**src/rtl/trojan_vector_sequencer.sv**
```systemverilog
// rtl/trojan_vector_sequencer.sv - exhaustive stimulus sweep with response capture
//
// Applies every N_WIDTH-bit vector in ascending order. Each vector is held for
// HOLD_CYCLES cycles and then sampled for one cycle, when dut_out is captured.
// Optional feature macro: TROJAN_SIG_MISR_EN (serial CRC-16/0x1021 response
// signature seeded 0xFFFF; without it signature is tied to zero).
//
// Ports:
//   CK         clock, rising edge
//   reset      synchronous active-high reset
//   start      begin a sweep (ignored while busy)
//   abort      return to idle, keep partial results (wins over start)
//   dut_out    response bit, only observed while sampling
//   vec_out    stimulus vector, holds its last value when not valid
//   vec_valid  vec_out is being applied
//   sample     one-cycle capture strobe
//   resp_map   bit k = response captured for vector k
//   ones_count number of captured ones
//   signature  response signature
//   busy/done  sweep in progress / sweep complete

module trojan_vector_sequencer #(
    parameter int N_WIDTH     = 5,
    parameter int HOLD_CYCLES = 1
) (
    input  logic                       CK,
    input  logic                       reset,
    input  logic                       start,
    input  logic                       abort,
    input  logic                       dut_out,
    output logic [N_WIDTH-1:0]         vec_out,
    output logic                       vec_valid,
    output logic                       sample,
    output logic [(2**N_WIDTH)-1:0]    resp_map,
    output logic [N_WIDTH:0]           ones_count,
    output logic [15:0]                signature,
    output logic                       busy,
    output logic                       done
);

    localparam int HW = (HOLD_CYCLES > 1) ? $clog2(HOLD_CYCLES) : 1;
    localparam logic [HW-1:0] HOLD_LAST = HW'(HOLD_CYCLES - 1);

    typedef enum logic [1:0] {
        IDLE   = 2'd0,
        APPLY  = 2'd1,
        SAMPLE = 2'd2,
        DONE   = 2'd3
    } state_t;

    state_t          state;
    logic [HW-1:0]   hold_cnt;

`ifdef TROJAN_SIG_MISR_EN
    logic [15:0] sig_q;

    function automatic logic [15:0] crc16_step(input logic [15:0] s, input logic d);
        logic fb;
        fb = s[15] ^ d;
        return {s[14:0], 1'b0} ^ (fb ? 16'h1021 : 16'h0000);
    endfunction

    assign signature = sig_q;
`else
    assign signature = 16'h0000;
`endif

    always_ff @(posedge CK) begin
        if (reset) begin
            state      <= IDLE;
            hold_cnt   <= '0;
            vec_out    <= '0;
            vec_valid  <= 1'b0;
            sample     <= 1'b0;
            resp_map   <= '0;
            ones_count <= '0;
            busy       <= 1'b0;
            done       <= 1'b0;
`ifdef TROJAN_SIG_MISR_EN
            sig_q      <= 16'h0000;
`endif
        end else if (abort) begin
            // Partial results and the last vector are kept for inspection.
            state     <= IDLE;
            hold_cnt  <= '0;
            vec_valid <= 1'b0;
            sample    <= 1'b0;
            busy      <= 1'b0;
            done      <= 1'b0;
        end else begin
            case (state)
                IDLE, DONE: begin
                    if (start) begin
                        state      <= APPLY;
                        hold_cnt   <= '0;
                        vec_out    <= '0;
                        vec_valid  <= 1'b1;
                        sample     <= 1'b0;
                        resp_map   <= '0;
                        ones_count <= '0;
                        busy       <= 1'b1;
                        done       <= 1'b0;
`ifdef TROJAN_SIG_MISR_EN
                        sig_q      <= 16'hFFFF;
`endif
                    end
                end
                APPLY: begin
                    if (hold_cnt == HOLD_LAST) begin
                        state    <= SAMPLE;
                        sample   <= 1'b1;
                        hold_cnt <= '0;
                    end else begin
                        hold_cnt <= hold_cnt + 1'b1;
                    end
                end
                SAMPLE: begin
                    resp_map[vec_out] <= dut_out;
                    ones_count        <= ones_count + (N_WIDTH + 1)'(dut_out);
`ifdef TROJAN_SIG_MISR_EN
                    sig_q             <= crc16_step(sig_q, dut_out);
`endif
                    sample <= 1'b0;
                    if (vec_out == '1) begin
                        // Last vector: no wrap, vec_out stays at all-ones.
                        state     <= DONE;
                        vec_valid <= 1'b0;
                        busy      <= 1'b0;
                        done      <= 1'b1;
                    end else begin
                        state   <= APPLY;
                        vec_out <= vec_out + 1'b1;
                    end
                end
                default: state <= IDLE;
            endcase
        end
    end

endmodule

```
**config.mk**
```make
export PLATFORM = sky130hd
export DESIGN_NAME = trojan_vector_sequencer
export DESIGN_NICKNAME = d
export VERILOG_FILES = /design/src/rtl/trojan_vector_sequencer.sv
export SDC_FILE = /design/constraint.sdc
export NUM_CORES = 1
export LEC_CHECK = 0
export ABC_AREA = 0
export CELL_PAD_IN_SITES_DETAIL_PLACEMENT = 1
export CELL_PAD_IN_SITES_GLOBAL_PLACEMENT = 2
export CORE_MARGIN = 4
export CORE_UTILIZATION = 29
export DETAILED_ROUTE_END_ITERATION = 16
export GPL_ROUTABILITY_DRIVEN = 0
export PLACE_DENSITY_LB_ADDON = 0.1
export SLEW_MARGIN = 10
export SYNTH_ARGS = -nofsm -noshare
export SYNTH_HDL_FRONTEND = slang
export SYNTH_SLANG_ARGS = --single-unit
```
**constraint.sdc**
```tcl
create_clock -name CK -period 2.8 [get_ports CK]
set_clock_uncertainty 0.15 [all_clocks]
set_input_delay 0.42 -clock CK [delete_from_list [all_inputs] [get_ports CK]]
set_output_delay 0.42 -clock CK [all_outputs]
set_load 0.01 [all_outputs]
```
==> run_results.csv, run 1 <==
group,metric,value,unit
status,status,"complete, no violations",
placement,detailed_place_hpwl,5500,microns
cells_and_area,syn2layout_area_growth,25.9,%
clock_tree,ctsResizeCount,0,
clock_tree,ctsRootBufferMaster,"clkbuf_8",
worst_setup_path,path_class,"reg2reg",
worst_setup_path,worst-path-max-fanout,8,
clock_tree,cts_hold_buf,0,
worst_hold_path,whs_path_depth,2,
worst_setup_path,rrSetupSlack,0.53,ns
global_routing,grt_pass1_vias,2401,
cells_and_area,layout-drive-gt1-share,9.61,%
synthesis,netlist-cell-type-count,44,
synthesis,seq_area_frac_synth,36.7,%
worst_setup_path,path_cells,"ha_1, and3_1, ha_1, and2_1, or4_1, a21oi_1",
synthesis,yosysTopAreaCellShare,36.7,%
pwr,ir_drop,0.193,mV
synthesis,synth_seq_cells,48,
worst_setup_path,path_common_cell,"ha_1",
die,fp.dieH,103,microns
worst_setup_path,crit_slowest_cell,"or4_1",
cells_and_area,layout.cells.non_filler,441,
drt,drtIter0Drc,145,
clock_tree,worstSkewPairLatency,0.29,ns
worst_setup_path,crit_required,2.88,ns
clock_tree,cts_tree,"yes",
drt,vias,2463,
synthesis,synth.largest_area_cell,"dfxtp_1",
global_routing,grt-ovfl-total,0,
drt,drc_errors,0,
global_routing,grt_first_pass_wirelength,13200,microns
global_routing,grt_use_total,15.6,%
synthesis,synth_ff_type,"dfxtp_1",
global_routing,grt_antenna_before_repair,0,
timing,max-slew-margin-rel,34.7,%
placement,io_buffer_count,51,
drt,ant_nets,0,
cells_and_area,nNetsFinal,347,
drt,first_pass_iters,4,
clock_tree,post-cts-setup-buffer-count,0,
clock_tree,cts_buffers,5,
die,start_util,29.8,%
pwr,power.leakage,0.00109,uW
drt,routed_wl,8160,microns
timing,worst_hold_slack,0.325,ns
worst_hold_path,hold_path_class,"reg2reg",
synthesis,yosys-top-cells-area,"dfxtp_1, a32o_1, a41oi_1",
worst_setup_path,rr_startpoint,"vec_out[0]",
cells_and_area,n_antenna_cell,0,
worst_setup_path,end_kind,"flop",
clock_tree,clk_pin_slew,0.09,ns
die,die_width,103,microns
worst_setup_path,start_kind,"flop",
global_routing,grt_max_degree,41,
timing,hold_viol,0,
clock_tree,cts.htree.levels,2,
worst_setup_path,r2r_end,"vec_out[4]",
synthesis,ys_async_sr_fraction,0,%
timing,slew_violations,0,
drt,vias_per_cell,5.59,
timing,rsz0062_at_grt,"false",
die,rows,34,
synthesis,synth_warnings,0,
die,fp.coreArea,8760,sq um
worst_setup_path,cpPeakStageDelay,0.50,ns
timing,fin_ws,0.528,ns
worst_setup_path,cp.arrival,2.35,ns
timing,worst_slew_pin_slew,0.977,ns
synthesis,synth_edf_count,0,
timing,fin_crit,2.27,ns
worst_setup_path,endpoint,"vec_out[4]",
placement,place_ws,0.354,ns
timing,period_share,81.1,%
synthesis,syn_area,2620,sq um
pwr,powerDensity,377,nW/um^2
clock_tree,clk_path_buf_depth,2,
die,die-area,10600,sq um
worst_setup_path,worstSetupStartpoint,"vec_out[0]",
synthesis,syn_avg_cell_area,9.14,sq um
die,ios,68,
worst_setup_path,worstRegToRegCells,6,
timing,setup_viol,0,
timing,fmax,440,MHz
synthesis,syn_inst,286,
clock_tree,clock-sinks,48,
placement,placed_cells,434,
timing,setup-tns-final,0,ns
drt,wire_per_inst,18.5,microns
run,max-cap-violations,0,
worst max-delay path: cells and delay by family (launching register included):
kind	cells	cell delay (ns)
AOI/OAI and AO/OA	1	0.15
adders and majority gates	2	0.51
and+or+nand+nor	3	0.99
DFF	1	0.41
Yosys cell counts (all sizes together), types with 2 or more instances:
| cell | count |
|---|---|
| dfxtp | 48 |
| buf | 32 |
| inv | 29 |
| a32o | 18 |
| a41oi | 18 |
| clkbuf | 13 |
| nand3 | 12 |
| o32ai | 12 |
| o41ai | 12 |
| a21oi | 10 |
| ha | 9 |
| o31ai | 7 |
| or4 | 7 |
| nor3 | 6 |
| o21ai | 6 |
| nand2 | 5 |
| mux2i | 4 |
| nor2 | 4 |
| nor3b | 4 |
| a31oi | 3 |
| nand2b | 3 |
| nand3b | 3 |
| nor4 | 3 |
| o311ai | 3 |
| a311o | 2 |
| and3 | 2 |
per-stage QoR:
stage               power [uW]  area (sq um)  utilization, %
finish                    1240          3290            37.6
global route              1310          3290            37.6
CTS                       1270          3290            37.6
detailed placement         861          3220            36.7
global placement           862          3220            36.7
floorplan                  825          2670               -
registers in the layout (all words and copies together) (netlist names):
register and flops:
resp_map 32, ones_count 6, vec_out 5, state 2, busy 1, done 1
sample 1
metal layers:
| layer | vias up | wire length [microns] | share of wire, % | track usage [%] |
|---|---|---|---|---|
| li1 | 1169 | - | - | - |
| met3 | 2 | 342 | 4.2 | 2.50 |
| met4 | 0 | 44 | 0.54 | 3.19 |
| met2 | 60 | 3740 | 46 | 24.9 |
| met5 | - | 0 | 0 | 0 |
| met1 | 1232 | 4030 | 49 | 22.3 |
cell usage in the layout, fill, tap and decap left out, types with 6 or more instances in the layout:
cell type / instances
a32o_1: 18
buf_4: 18
nand3_1: 12
inv_1: 29
o32ai_1: 12
o21ai_0: 6
o31ai_1: 6
o41ai_1: 12
a21oi_1: 10
clkdlybuf4s50_1: 51
dfxtp_1: 48
or4_1: 7
a41oi_1: 18
conb_1: 16
ha_1: 9
report_power, final:
part | leakage (uW) | switching, uW | internal (uW)
Sequential | 0.000387 | 3.06 | 686
Combinational | 0.000661 | 110 | 45.9
Clock | 0.0000410 | 227 | 171
worst min-delay path by stage:
stage                 startpoint           end  slack (ns)
finish              resp_map[15]  resp_map[15]        0.33
global route        resp_map[21]  resp_map[21]        0.37
floorplan           resp_map[15]  resp_map[15]        0.34
detailed placement  resp_map[15]  resp_map[15]        0.32
CTS                 resp_map[15]  resp_map[15]        0.33
global placement    resp_map[15]  resp_map[15]        0.31
area by class of cell:
cell class	count	area, sq um
repair buffers	70	666
multi-input cells	179	1350
fillers	1022	5470
clock buffers	6	72.6
well taps	108	135
inverters	29	109
clock inverters	1	5.00
flip-flops and latches	48	961
cell families after synthesis:
logic type | after synthesis | share of synthesized area, %
AOI/OAI and AO/OA | 95 | 30.2
adders and majority gates | 9 | 4.31
buffers and inverters | 74 | 14.1
DFF | 48 | 36.7
muxes | 4 | 1.53
other | 1 | 0.143
and+or+nand+nor | 55 | 13.0
(Power assumes the default switching activity.)
==> run 2: changes to the inputs <==
- clock period: 2.8 -> 2.23 ns (I/O delays scaled with it)
==> run 2 against run 1 <==
  * Non-clock buffer count grew 14
  * Die area stayed put
  * Design area is 5.1% higher
  * First-iteration DRC count decreased by 43%
  * Combinational power is 40% higher
  * Count of clock-buffer cells in the layout shrank 1
  * Power increased by 40%
  * Clock power is 65% higher
  * Hold slack improved by 0.011 ns
  * Critical path type unchanged
  * Highest routed layer unchanged
==> run_results.csv, run 2 (synthesis gave the netlist of run 1 again) <==
group,metric,value,unit
worst_setup_path,endpoint,"vec_out[1]",
drt,vias,2497,
die,fp.coreArea,8760,sq um
clock_tree,clk_path_buf_depth,2,
die,ios,68,
clock_tree,clk_pin_slew,0.10,ns
placement,detailed_place_hpwl,5860,microns
worst_setup_path,rrSetupSlack,0.11,ns
drt,vias_per_cell,5.48,
placement,io_buffer_count,51,
worst_setup_path,end_kind,"flop",
cells_and_area,syn2layout_area_growth,32.3,%
pwr,switchingPower,472,uW
pwr,ir_drop,0.223,mV
timing,fin_crit,2.12,ns
timing,fin_ws,0.113,ns
pwr,power.leakage,0.00117,uW
die,die_width,103,microns
timing,max-slew-margin-rel,52.7,%
worst_setup_path,crit_required,2.32,ns
run,max-cap-violations,0,
cells_and_area,finish.utilization,39.5,%
worst_setup_path,worst-path-max-fanout,7,
drt,first_pass_iters,4,
clock_tree,clock-sinks,48,
worst_setup_path,path_class,"reg2reg",
pwr,netSwitchingFraction,27.1,%
pwr,p_seq_share,49.7,%
die,rows,34,
die,start_util,29.8,%
status,status,"complete, no violations",
global_routing,grt_antenna_before_repair,0,
global_routing,grt_pass1_vias,2503,
worst_setup_path,r2r_end,"vec_out[1]",
timing,setup-tns-final,0,ns
timing,rsz0062_at_grt,"true",
placement,place_ws,0.0730,ns
worst_setup_path,worstSetupStartpoint,"vec_out[0]",
timing,worst_slew_pin_slew,0.703,ns
worst_setup_path,cp.arrival,2.20,ns
clock_tree,cts.htree.levels,2,
global_routing,grt_max_degree,22,
drt,drc_errors,0,
drt,wire_per_inst,18.3,microns
global_routing,grt_first_pass_wirelength,13700,microns
global_routing,grt_use_total,16.5,%
drt,drtIter0Drc,82,
timing,setup_viol,0,
cells_and_area,largest_register,"resp_map",
clock_tree,ctsRootBufferMaster,"clkbuf_8",
timing,hold_viol,0,
worst_hold_path,hold_path_class,"reg2reg",
drt,routed_wl,8330,microns
cells_and_area,layout-drive-gt1-share,14.7,%
clock_tree,post-cts-setup-buffer-count,0,
timing,fmax,472,MHz
cells_and_area,largest_register_ff_count,32,
worst_setup_path,rr_startpoint,"vec_out[0]",
timing,period_share,94.9,%
cells_and_area,n_antenna_cell,0,
die,fp.dieH,103,microns
pwr,intPower,1270,uW
clock_tree,cts_buffers,5,
pwr,clock_power_share,37.7,%
drt,ant_nets,0,
pwr,powerDensity,503,nW/um^2
cells_and_area,final_common_cell,"clkdlybuf4s50_1",
cells_and_area,top_regs,"resp_map: 32 flops, ones_count: 6 flops, vec_out: 5 flops",
cells_and_area,layout_common_cells,"clkdlybuf4s50_1, dfxtp_1, buf_4, inv_1",
pwr,power_frac_comb,12.6,%
timing,slew_violations,0,
die,die-area,10600,sq um
clock_tree,cts_tree,"yes",
clock_tree,worstSkewPairLatency,0.31,ns
cells_and_area,nNetsFinal,361,
worst_setup_path,worstRegToRegCells,6,
global_routing,grt-ovfl-total,0,
worst_setup_path,start_kind,"flop",
[run 2: cell count changes in the layout (fill, tap and decap cells not counted), sizes merged]
| cell | change |
|---|---|
| buf | +14 |
| bufinv | +1 |
| clkbuf | -1 |
| clkinvlp | +1 |
[run 2: power groups by stage]
stage | registers [uW] | logic, uW | clock network (uW)
floorplan | 886 | 150 | 0
global placement | 885 | 216 | 0
detailed placement | 885 | 217 | 0
CTS | 865 | 217 | 678
global route | 866 | 240 | 708
finish | 865 | 219 | 656
[run 2: worst min path at each step]
stage | from | endpoint | slack, ns | cells past startpoint
after floorplan | abort | done | 0.26 | 1
after global placement | resp_map[15] | resp_map[15] | 0.31 | 2
after detailed placement | resp_map[15] | resp_map[15] | 0.33 | 2
after CTS | resp_map[15] | resp_map[15] | 0.34 | 2
after global routing | resp_map[21] | resp_map[21] | 0.37 | 2
final | resp_map[15] | resp_map[15] | 0.34 | 2
[run 2: timing repair]
item                       CTS  global route
setup endpoints to repair    0             6
hold buffers                 0             0
resized for setup            0             3
[run 2: stage by stage]
step	instances	instance area (sq um)	hold slack, ns	power, uW
floorplan	301	2670	0.263	1040
global placement	448	3330	0.314	1100
detailed placement	448	3330	0.327	1100
CTS	456	3440	0.340	1760
global route	456	3460	0.368	1810
finish	456	3460	0.336	1740
[run 2: critical path: stages (launching register included)]
cell	delay, ns
dfxtp_1	0.37
ha_1	0.22
and3_1	0.19
ha_1	0.21
and2_1	0.25
or4_1	0.50
a21oi_1	0.16
[run 2: layout make-up]
type | count | area, sq um
fillers | 1040 | 5300
clock inverters | 3 | 42.5
clock buffers | 5 | 68.8
inverters | 29 | 109
flip-flops and latches | 48 | 962
well taps | 108 | 135
repair buffers | 84 | 783
multi-input cells | 179 | 1360
[run 2: per-layer routing]
layer / track usage, % / up-vias / routed length, microns
met1: 24.5 / 1223 / 4220
li1: - / 1210 / -
met3: 2.30 / 5 / 316
met4: 4.08 / 0 / 70
met2: 25.0 / 59 / 3730
met5: 0 / - / 0
==> run 3: changes to the inputs <==
- CORE_ASPECT_RATIO: not set -> 1.25
==> run 3 against run 2 <==
  * Critical endpoint unchanged
  * Critical path type unchanged
  * Via count hardly changed
  * Critical path depth unchanged
  * Largest cell class unchanged
  * Largest power group unchanged
  * Highest routed layer unchanged
  * Non-clock buffer count stayed put
  * First-iteration DRC count grew 30%
==> run_results.csv, run 3 (synthesis gave the netlist of run 1 again) <==
group,metric,value,unit
cells_and_area,largest_register_ff_count,32,
worst_setup_path,cpPeakStageDelay,0.48,ns
global_routing,grt_max_degree,37,
drt,drc_errors,0,
worst_setup_path,cp.arrival,2.20,ns
clock_tree,ctsRootBufferMaster,"clkbuf_8",
die,start_util,29.9,%
worst_setup_path,path_class,"reg2reg",
worst_setup_path,rrSetupSlack,0.11,ns
timing,hold_viol,0,
pwr,powerDensity,494,nW/um^2
cells_and_area,top_regs,"resp_map: 32 flops, ones_count: 6 flops, vec_out: 5 flops",
drt,wire_per_inst,18.2,microns
clock_tree,post-cts-setup-buffer-count,0,
placement,io_buffer_count,51,
timing,rsz0062_at_grt,"false",
cells_and_area,multiInputGateArea,1360,sq um
die,rows,38,
cells_and_area,nNetsFinal,361,
worst_hold_path,whs_path_depth,2,
drt,first_pass_iters,4,
timing,setup_viol,0,
timing,worst_slew_pin_slew,0.576,ns
pwr,p_seq_share,50.3,%
worst_setup_path,end_kind,"flop",
clock_tree,cts.htree.levels,2,
pwr,power_frac_comb,12.8,%
worst_setup_path,crit_required,2.31,ns
cells_and_area,layout_common_cells,"clkdlybuf4s50_1, dfxtp_1, inv_1, buf_4",
timing,period_share,95.0,%
clock_tree,clock-sinks,48,
worst_setup_path,crit_family,"simple AND/OR/NAND/NOR gates",
worst_setup_path,r2r_end,"vec_out[1]",
worst_setup_path,worstSetupStartpoint,"vec_out[0]",
worst_setup_path,crit_slowest_cell,"or4_1",
placement,placed_cells,460,
die,die_width,92.9,microns
drt,drtIter0Drc,107,
pwr,report.power.total,1720,uW
timing,max-slew-margin-rel,61.6,%
status,status,"complete, no violations",
worst_setup_path,path_buf_inv,0,
drt,routed_wl,8510,microns
die,fp.dieH,114,microns
clock_tree,cts_buffers,5,
pwr,clock_power_share,36.9,%
worst_hold_path,hold_path_class,"reg2reg",
worst_setup_path,path_common_cell,"ha_1",
cells_and_area,largest_register,"resp_map",
pwr,intPower,1270,uW
pwr,switchingPower,451,uW
cells_and_area,layout.cells.non_filler,468,
cells_and_area,syn2layout_area_growth,33.2,%
worst_setup_path,start_kind,"flop",
clock_tree,clk_path_buf_depth,2,
global_routing,grt_first_pass_wirelength,14000,microns
cells_and_area,finish.utilization,39.8,%
cells_and_area,final_common_cell,"clkdlybuf4s50_1",
die,die-area,10600,sq um
global_routing,grt-ovfl-total,0,
die,fp.coreArea,8750,sq um
worst_setup_path,path_cells,"ha_1, and3_1, ha_1, and2_2, or4_1, a21oi_1",
cells_and_area,n_antenna_cell,0,
placement,detailed_place_hpwl,5800,microns
timing,worst_hold_slack,0.341,ns
clock_tree,worstSkewPairLatency,0.29,ns
run,max-cap-violations,0,
cells_and_area,nFillCells,1044,
cells_and_area,finish.instance_area,3480,sq um
cells_and_area,ff_latch_area,961,sq um
worst_setup_path,worstRegToRegCells,6,
drt,ant_nets,0,
drt,vias,2495,
global_routing,grt_antenna_before_repair,0,
cells_and_area,layout-drive-gt1-share,13.8,%
timing,fmax,472,MHz
timing,fin_crit,2.12,ns
drt,vias_per_cell,5.33,
placement,postPlaceCellArea,3360,sq um
worst_setup_path,rr_startpoint,"vec_out[0]",
clock_tree,cts_tree,"yes",
clock_tree,clk_pin_slew,0.09,ns
worst_hold_path,worstHoldStart,"resp_map[28]",
die,ios,68,
global_routing,grt_use_total,16.5,%
pwr,netSwitchingFraction,26.2,%
pwr,power.leakage,0.00119,uW
timing,slew_violations,0,
pwr,ir_drop,0.235,mV
global_routing,grt_pass1_vias,2584,
worst_hold_path,holdPathEnd,"resp_map[28]",
worst_setup_path,worst-path-max-fanout,7,
## run 3: power groups by stage
| stage | Sequential, uW | Combinational (uW) | Clock (uW) |
|---|---|---|---|
| final | 865 | 220 | 635 |
| after global routing | 866 | 242 | 703 |
| after CTS | 865 | 216 | 663 |
| after detailed placement | 885 | 216 | 0 |
| after global placement | 885 | 216 | 0 |
| after floorplan | 886 | 150 | 0 |
## run 3: worst max-delay path by stage
stage / endpoint / slack, ns / depth (start not counted)
3_5_place_dp: resp_map[2] / -0.02 / 4
3_3_place_gp: resp_map[12] / -0.03 / 4
2_1_floorplan: vec_out[1] / 0.004 / 8
5_1_grt: vec_out[1] / 0.009 / 6
4_1_cts: resp_map[12] / 0.03 / 5
6_report: vec_out[1] / 0.11 / 6
## run 3: worst min-delay path: stages, from the launching register on
cell and delay, ns:
dfxtp_1 0.32, o41ai_1 0.05, o32ai_1 0.07
## run 3: repair_timing
item | in CTS | in global routing
hold buffers | 0 | 0
gates resized for setup | 0 | 3
endpoints found under the setup margin | 0 | 23
## run 3: through the flow
| step | setup WS (ns) | TNS, ns |
|---|---|---|
| floorplan | 0.00378 | 0 |
| global placement | -0.0262 | -0.393 |
| detailed placement | -0.0218 | -0.149 |
| CTS | 0.0338 | 0 |
| global route | 0.00905 | 0 |
| finish | 0.112 | 0 |
## run 3: area by class of cell
type,count,area share (%)
sequential,48,27.6
inverter,29,3.13
tap,120,4.31
clock inverter,2,1.01
clock buffer,6,2.08
timing repair buffer,84,23.0
multi-input combinational,179,38.9
## run 3: routing by layer
layer  vias up  track usage, %  routed length (microns)
met1      1230            22.6                     4040
met3         5            2.70                      315
met4         0            3.52                       70
met2        57            27.4                     4090
li1       1203               -                        -
met5         -               0                        0
